## src/rtl/fetch_pkg.sv

```systemverilog
`default_nettype none
// ============================================================================
// Module : fetch_pkg
// Brief  : Shared types and constants for the instruction-fetch sequencer.
// Rev    : 1.0
// ============================================================================
package fetch_pkg;

    localparam int PC_W  = 16;
    localparam int SEL_W = 5;

    typedef enum logic [1:0] {
        ST_RST  = 2'd0,
        ST_REQ  = 2'd1,
        ST_WAIT = 2'd2,
        ST_HOLD = 2'd3
    } fetch_state_t;

    localparam logic [1:0] BR_PCI = 2'b00;
    localparam logic [1:0] BR_I0  = 2'b01;
    localparam logic [1:0] BR_R0  = 2'b10;

    // Bit positions inside the select vector, MSB first.
    localparam int SEL_RESET = 4;
    localparam int SEL_PC1   = 3;
    localparam int SEL_PCI   = 2;
    localparam int SEL_I0    = 1;
    localparam int SEL_R0    = 0;

endpackage
`default_nettype wire

```

## src/rtl/fetch_sel_decode.sv

```systemverilog
`default_nettype none
// ============================================================================
// Module : fetch_sel_decode
// Brief  : Combinational decode of FSM state and branch request into the
//          address-logic mode selects (one-hot or all zero).
// Rev    : 1.0
// ============================================================================
module fetch_sel_decode
    import fetch_pkg::*;
(
    input  fetch_state_t     state,
    input  logic             branch_req,
    input  logic             instr_ready,
    input  logic [1:0]       branch_mode,
    output logic [SEL_W-1:0] sel
);

    always_comb begin
        sel = '0;
        case (state)
            ST_RST: sel[SEL_RESET] = 1'b1;
            ST_HOLD: begin
                if (branch_req) begin
                    case (branch_mode)
                        BR_PCI:  sel[SEL_PCI] = 1'b1;
                        BR_I0:   sel[SEL_I0]  = 1'b1;
                        BR_R0:   sel[SEL_R0]  = 1'b1;
                        default: sel[SEL_PC1] = 1'b1;
                    endcase
                end else if (instr_ready) begin
                    sel[SEL_PC1] = 1'b1;
                end
            end
            default: sel = '0;
        endcase
    end

endmodule
`default_nettype wire

```

## src/rtl/fetch_sequencer.sv

```systemverilog
`default_nettype none
// ============================================================================
// Module : fetch_sequencer
// Brief  : Instruction-fetch controller owning the PC; drives the shared
//          address adder and a req/ack + rvalid instruction memory.
//          FETCH_PERF_CNT_EN enables the saturating fetch/redirect counters.
// Rev    : 1.0
// ============================================================================
module fetch_sequencer
    import fetch_pkg::*;
#(
    parameter int INSTR_W     = 16,
    parameter int MEM_TIMEOUT = 15
) (
    input  logic               clk,
    input  logic               rst_n,
    output logic [PC_W-1:0]    PCside,
    output logic [7:0]         Iside,
    output logic [PC_W-1:0]    Rside,
    output logic               ResetPC,
    output logic               PCplus1,
    output logic               PCplusI,
    output logic               Iplus0,
    output logic               Rplus0,
    input  logic [PC_W-1:0]    ALout,
    output logic               MemReq,
    output logic [PC_W-1:0]    MemAddr,
    input  logic               MemAck,
    input  logic               MemRvalid,
    input  logic [INSTR_W-1:0] MemRdata,
    output logic               InstrValid,
    input  logic               InstrReady,
    output logic [INSTR_W-1:0] Instr,
    output logic [PC_W-1:0]    InstrPC,
    input  logic               BranchReq,
    input  logic [1:0]         BranchMode,
    input  logic [7:0]         BranchImm,
    input  logic [PC_W-1:0]    BranchReg,
    output logic               BranchAck,
    output logic               FetchErr,
    output logic [15:0]        FetchCount,
    output logic [15:0]        RedirCount
);

    localparam logic [7:0] TO_LAST = 8'(MEM_TIMEOUT - 1);

    fetch_state_t     state;
    logic [PC_W-1:0]  pc;
    logic [7:0]       tcnt;
    logic [SEL_W-1:0] sel;
    logic             timeout;
    logic             hold_exit;
    logic             br_take;

    fetch_sel_decode u_sel_decode (
        .state       (state),
        .branch_req  (BranchReq),
        .instr_ready (InstrReady),
        .branch_mode (BranchMode),
        .sel         (sel)
    );

    assign {ResetPC, PCplus1, PCplusI, Iplus0, Rplus0} = sel;

    assign PCside     = pc;
    assign Iside      = BranchImm;
    assign Rside      = BranchReg;
    assign MemReq     = (state == ST_REQ);
    assign MemAddr    = pc;
    assign InstrValid = (state == ST_HOLD);
    assign br_take    = InstrValid & BranchReq;
    assign BranchAck  = br_take;
    assign hold_exit  = InstrValid & (BranchReq | InstrReady);
    assign timeout    = (MEM_TIMEOUT != 0) && (state == ST_WAIT) &&
                        !MemRvalid && (tcnt == TO_LAST);
    assign FetchErr   = timeout;

    always_ff @(posedge clk or negedge rst_n) begin
        if (!rst_n) begin
            state   <= ST_RST;
            pc      <= '0;
            Instr   <= '0;
            InstrPC <= '0;
            tcnt    <= '0;
        end else begin
            case (state)
                ST_RST: begin
                    pc    <= ALout;
                    state <= ST_REQ;
                end
                ST_REQ: begin
                    if (MemAck) begin
                        tcnt  <= '0;
                        state <= ST_WAIT;
                    end
                end
                ST_WAIT: begin
                    if (MemRvalid) begin
                        Instr   <= MemRdata;
                        InstrPC <= pc;
                        state   <= ST_HOLD;
                    end else if (timeout) begin
                        // Re-issue the same PC; a straggling rvalid lands in REQ and is dropped.
                        state <= ST_REQ;
                    end else if (tcnt != 8'hFF) begin
                        tcnt <= tcnt + 8'd1;
                    end
                end
                ST_HOLD: begin
                    if (hold_exit) begin
                        pc    <= ALout;
                        state <= ST_REQ;
                    end
                end
                default: state <= ST_RST;
            endcase
        end
    end

`ifdef FETCH_PERF_CNT_EN
    logic [15:0] fetch_cnt;
    logic [15:0] redir_cnt;

    always_ff @(posedge clk or negedge rst_n) begin
        if (!rst_n) begin
            fetch_cnt <= '0;
            redir_cnt <= '0;
        end else begin
            if (hold_exit && (fetch_cnt != 16'hFFFF)) fetch_cnt <= fetch_cnt + 16'd1;
            if (br_take && (redir_cnt != 16'hFFFF))   redir_cnt <= redir_cnt + 16'd1;
        end
    end

    assign FetchCount = fetch_cnt;
    assign RedirCount = redir_cnt;
`else
    assign FetchCount = '0;
    assign RedirCount = '0;
`endif

endmodule
`default_nettype wire

```

## config.mk

```make
export PLATFORM = sky130hd
export DESIGN_NAME = fetch_sequencer
export DESIGN_NICKNAME = d
export VERILOG_FILES = /design/src/rtl/fetch_pkg.sv /design/src/rtl/fetch_sel_decode.sv /design/src/rtl/fetch_sequencer.sv
export SDC_FILE = /design/constraint.sdc
export NUM_CORES = 1
export LEC_CHECK = 0
export CAP_MARGIN = 10
export CORE_MARGIN = 4
export CORE_UTILIZATION = 35
export DETAILED_ROUTE_END_ITERATION = 12
export HOLD_SLACK_MARGIN = 0.06
export PLACE_DENSITY = 0.77
export SLEW_MARGIN = 20
export SYNTH_ARGS = -nofsm -noshare
export SYNTH_HDL_FRONTEND = slang
export SYNTH_SLANG_ARGS = --single-unit
```

## constraint.sdc

```tcl
create_clock -name clk -period 2.7 [get_ports clk]
set_input_delay 0.27 -clock clk [delete_from_list [all_inputs] [get_ports clk]]
set_output_delay 0.27 -clock clk [all_outputs]
set_load 0.03 [all_outputs]
```

Word level (Yosys, flattened, before mapping)
Cells that the tools add are included.
Cells by class
  $add $sub $neg: 1
  equal/unequal tests: 13
  muxes and demuxes: 21
  bitwise operators: 3
  reductions and logical operators: 12
Operators by type and width (count)
  8-bit two-way mux: 4
  16-bit case mux with 2 select lines: 1
  16-bit two-way mux: 1
  8-bit case mux with 2 select lines: 1
  8-bit by 1-bit adder with 8-bit output (second input constant): 1
  8-bit by 4-bit == test with 1-bit output (second input constant): 1
  2-bit two-way mux: 4
  8-bit inequality test (second input constant): 1
  2-bit case mux with 4 select lines: 1
  1-bit two-way mux: 7
  2-bit == test (second input constant): 3
  2-bit by 1-bit inequality test with 1-bit output (second input constant): 3
  5-bit AND reduction: 1
  2-bit by 1-bit == test with 1-bit output (second input constant): 2
  2-bit zero test: 2
  4-bit two-way mux: 1
  2-bit inequality test (second input constant): 2
  2-bit AND reduction: 2
  2-bit nonzero test: 2
  3-bit two-way mux: 1
  3-bit inequality test (second input constant): 1
  3-bit AND reduction: 1
  3-bit OR reduction: 1
  1-bit AND: 2
  3 further kinds: 4
Storage, ports and cells
  register bits: 58
  input port bits: 64
  output and inout port bits: 129
  logic and storage cells: 55

Depth between registers and ports, before layout
  depth after elaboration: 6
  mapped depth: 8
  gate-level depth less buffers: 6

Cells and area by module
A second synthesis with hierarchy kept.
Second synthesis, totals
  cell total of the unflattened synthesis: 264
  area total of the unflattened synthesis: 3138.0 µm²
Modules (own cells, without submodules)
  fetch_sequencer: times used 1, cells each 255, area an instance 3074.2 µm²
  fetch_sel_decode: times used 1, cells each 9, area an instance 63.8 µm²

Least setup slack after synthesis
No wires, ideal clock.
  path kind: register to register
  start point: reg state[0]
  end point: reg tcnt[1]
  arrival time: 1.950 ns
  path slack: 0.623 ns
  cell stages (with the launch flop): 9
  clock period less this slack: 2.077 ns
  cell sequence: dfrtp_1 -> inv_1 -> ha_1 -> buf_2 -> nand2b_1 -> nor3_4 -> or3_1 -> buf_6 -> mux2_1
Between the ends
  longest elaborated chain between the ends: 5
  elaborated cells between the ends (all ways): 11
RTL lines
  from (decl): RTL line fetch_sequencer.sv:47  | fetch_state_t state;
  from (signal assigned): RTL line fetch_sequencer.sv:80  | state <= ST_RST;
  from (signal assigned): RTL line fetch_sequencer.sv:89  | state <= ST_REQ;
  from (signal assigned): RTL line fetch_sequencer.sv:94  | state <= ST_WAIT;
  2-bit == test: RTL line fetch_sequencer.sv:74  | assign timeout = (MEM_TIMEOUT != 0) && (state == ST_WAIT) &&
  1-bit logical AND: RTL line fetch_sequencer.sv:74
  1-bit logical AND: RTL line fetch_sequencer.sv:75  | !MemRvalid && (tcnt == TO_LAST);
  net FetchErr: RTL line fetch_sequencer.sv:40  | output logic FetchErr,
  2-bit inequality test (no line)
  5-bit AND reduction (no line)
  to (signal assigned): RTL line fetch_sequencer.sv:106  | tcnt <= tcnt + 8'd1;
  to (decl): RTL line fetch_sequencer.sv:49  | logic [7:0] tcnt;
The timed path passes the listed nets, and every way through them passes these cells.
A chain may end at the register's enable or synchronous reset.

Worst setup path after layout
  start point: reg state[0]
  end point: out FetchErr
Between the ends
  longest elaborated chain between the ends: 3
RTL lines (RTL line)
  2-bit == test: fetch_sequencer.sv:74
  1-bit logical AND: fetch_sequencer.sv:74
  1-bit logical AND: fetch_sequencer.sv:75
  to (decl): fetch_sequencer.sv:40
No other way between the ends.

==> flow_summary.ini <==
[finish]
fillers = 777
num_antenna_cells = 0
multi_input_area_sq_mm = 0.00117
drive_above_1_share = 0.215
regArea_sq_mm = 0.00145
nNetsFinal = 409
layout-area-overhead-vs-synth_pct = 34.0

[placement]
dp_hpwl_um = 5000
dp_slack_ns = 0.444
gp_congestion = 0.867
numPortBuffers = 112

[clock_network]
cts_root_buf = clkbuf_8
cts_tree = done
cts_buffers = 9
clk_pin_slew_ns = 0.07
cts_max_path_buffers = 2
htreeDepth = 3
cts_hold_buf = 1
clock-sinks = 58
post_cts_buffers = 0
cts_resized = 0
clk_latency_ns = 0.34

[route]
wirelength_um = 6710
wl_per_cell_um = 14.8
detail_route.drc_violations = 0
first_pass_iters = 4
vias = 2091
dr.first_iter.drc_count = 59
via_per_inst = 4.63
ant_nets = 0

[synth]
synth-simple-area-share = 0.0831
ys_types = 36
synthMuxAreaShare = 0.188
netlist_area_sq_mm = 0.00310
synth-main-ff-cell = dfrtp_1
seq_area_frac_synth = 0.468
synth_top_family_by_area = buffers and inverters
synthArstFlopShare = 1.00
synth.avg_cell_area_sq_um = 11.9
synthXorXnorAreaFrac = 0
synth-compound-area-share = 0.0428
yosys_warnings = 0
ys_ff_latch = 58
synthCells = 260
synthAdderAreaFrac = 0.0242
synth_edf_count = 0

[setup_path]
cpPeakStageDelay_ns = 0.73
rr_startpoint = state[0]
crit_fanout = 8
critPathLaunch = state[0]
crit_chain = inv_1, ha_1, nand2b_1, nor3_4, clkdlybuf4s50_1
critPathRequiredTime_ns = 2.43
arrival_ns = 2.23
start_kind = register
reg2reg_to = tcnt[1]
r2r_cells = 7
worstSetupPathType = reg2out
slowest_stage = clkdlybuf4s50_1
r2r_slack_ns = 0.49
endpoint_kind = output pin
critPathCapture = FetchErr

[floorplan]
fp-row-count = 34
die-width_um = 102
die_area_sq_mm = 0.0104
initial_utilization = 0.357
io_pins = 193
die-height_um = 102
core_area_sq_mm = 0.00868

[pwr]
pwr-share-comb = 0.564
p_clk_frac = 0.162
sw_frac_of_total = 0.423
max-vdd-ir-drop_mv = 0.830
leakagePower_nw = 1.78
p_per_area_mw_per_mm2 = 1330
total_power_mw = 5.53
power.internal_mw = 3.19
power_frac_seq = 0.274
p_switching_mw = 2.34

[global_route]
grt_pass1_vias = 2184
grt_overflow = 0
track_usage = 0.136
grt_max_degree = 37
grt_pass1_wl_um = 11000
antenna_found_initial = 0

[timing]
maxSlewHeadroom = 0.649
skew_ns = 0.0100
worstMarginPinSlew_ns = 0.526
timing.fmax_mhz = 400
rsz0062_at_grt = false
setup_slack_ns = 0.202
fin_crit_sh = 0.925
final_hold_viol_count = 0
min_period_ns = 2.50
finalSetupTns_ns = 0
drv_slew = 0
setup_viol = 0

[min_path]
worstHoldPathType = in2async

[outcome]
status = complete, no violations

[run]
drv_cap = 0
-- metrics by stage --
step	area, sq um	instances	hold WS, ns	util
3_3_place_gp	3920	435	0.289	0.452
3_5_place_dp	3920	435	0.292	0.452
2_1_floorplan	3220	291	-0.0256	-
4_1_cts	4160	452	0.472	0.479
5_1_grt	4160	452	0.503	0.479
6_report	4160	452	0.445	0.479
-- critical path: cells and delay by family, from the launching register on --
family	cells	cell delay (ns)
adder cells (fa/ha/maj)	1	0.19
AND/OR/NAND/NOR	2	0.46
flip-flops	1	0.40
buffers and inverters	2	0.85
-- flip-flops by register name (all words and copies together), names as in the netlist --
register  cells
InstrPC      16
tcnt          8
state         2
MemAddr      16
Instr        16
-- area by class of cell --
cell class              instances  area share
repair buffers                117       0.278
clock inverters                 6      0.0217
flip-flops and latches         58       0.349
clock buffers                  10      0.0331
well taps                     108      0.0325
multi-input cells             148       0.281
inverters                       5     0.00452
-- power by group through the flow --
stage	clock, mW	combinational [mW]	sequential [mW]
after floorplan	0	1.41	2.23
after global placement	0	3.13	1.52
after detailed placement	0	3.15	1.54
after CTS	0.923	3.16	1.53
after global routing	0.961	3.29	1.58
final	0.898	3.12	1.52
-- metal layers --
metal	GRT usage	wire length (um)
met1	0.157	2560
met2	0.219	3190
met4	0.0727	220
met5	0	0
met3	0.0532	740
-- cells in the mapped netlist, drive strengths merged (2+ instances only) --
master  count  share of area
nand2      13          0.017
buf        78           0.18
mux2i       3         0.0097
o31ai       5          0.012
nand2b      5          0.010
nor2        3         0.0036
nand3       5         0.0081
nor3b       2         0.0048
inv         5         0.0061
o211ai      3         0.0089
ha          6          0.024
mux2       49           0.18
clkbuf      2         0.0024
nor3        3         0.0085
dfrtp      58           0.47
o221ai      3         0.0085
or3         2         0.0056
nand3b      5          0.012
-- cells by family after synthesis --
family,after synthesis
buffers and inverters,85
DFF,58
muxes,52
and+or+nand+nor,42
AOI/OAI and AO/OA,16
adders and majority gates,6
other,1
-- how the worst min path moves through the flow --
| stage | slack [ns] | endpoint | depth (start not counted) | startpoint |
|---|---|---|---|---|
| 2_1_floorplan | -0.03 | InstrPC[0] | 0 | rst_n |
| 3_3_place_gp | 0.29 | tcnt[4] | 1 | rst_n |
| 3_5_place_dp | 0.29 | state[1] | 1 | rst_n |
| 4_1_cts | 0.47 | state[1] | 2 | rst_n |
| 5_1_grt | 0.50 | state[1] | 2 | rst_n |
| 6_report | 0.44 | state[1] | 2 | rst_n |
-- cell usage in the layout, fill, tap and decap left out, types with 2 or more instances in the layout --
| cell | synthesis | final |
|---|---|---|
| clkdlybuf4s50_1 | 0 | 111 |
| dfrtp_1 | 58 | 58 |
| mux2_2 | 48 | 48 |
| conb_1 | 1 | 32 |
| nand2_1 | 12 | 12 |
| clkbuf_8 | 0 | 10 |
| ha_1 | 6 | 6 |
| inv_1 | 5 | 5 |
| nand2b_1 | 5 | 5 |
| nand3_1 | 5 | 5 |
| nand3b_1 | 5 | 5 |
| o31ai_1 | 5 | 5 |
| buf_4 | 72 | 4 |
| mux2i_1 | 3 | 3 |
| nor2_1 | 3 | 3 |
| o221ai_1 | 3 | 3 |
| nor3_1 | 2 | 2 |
| nor3b_1 | 2 | 2 |
| o211ai_1 | 2 | 2 |
| bufinv_16 | 0 | 2 |
| clkinv_4 | 0 | 2 |
Note: power is estimated with default switching activity, not from simulation.
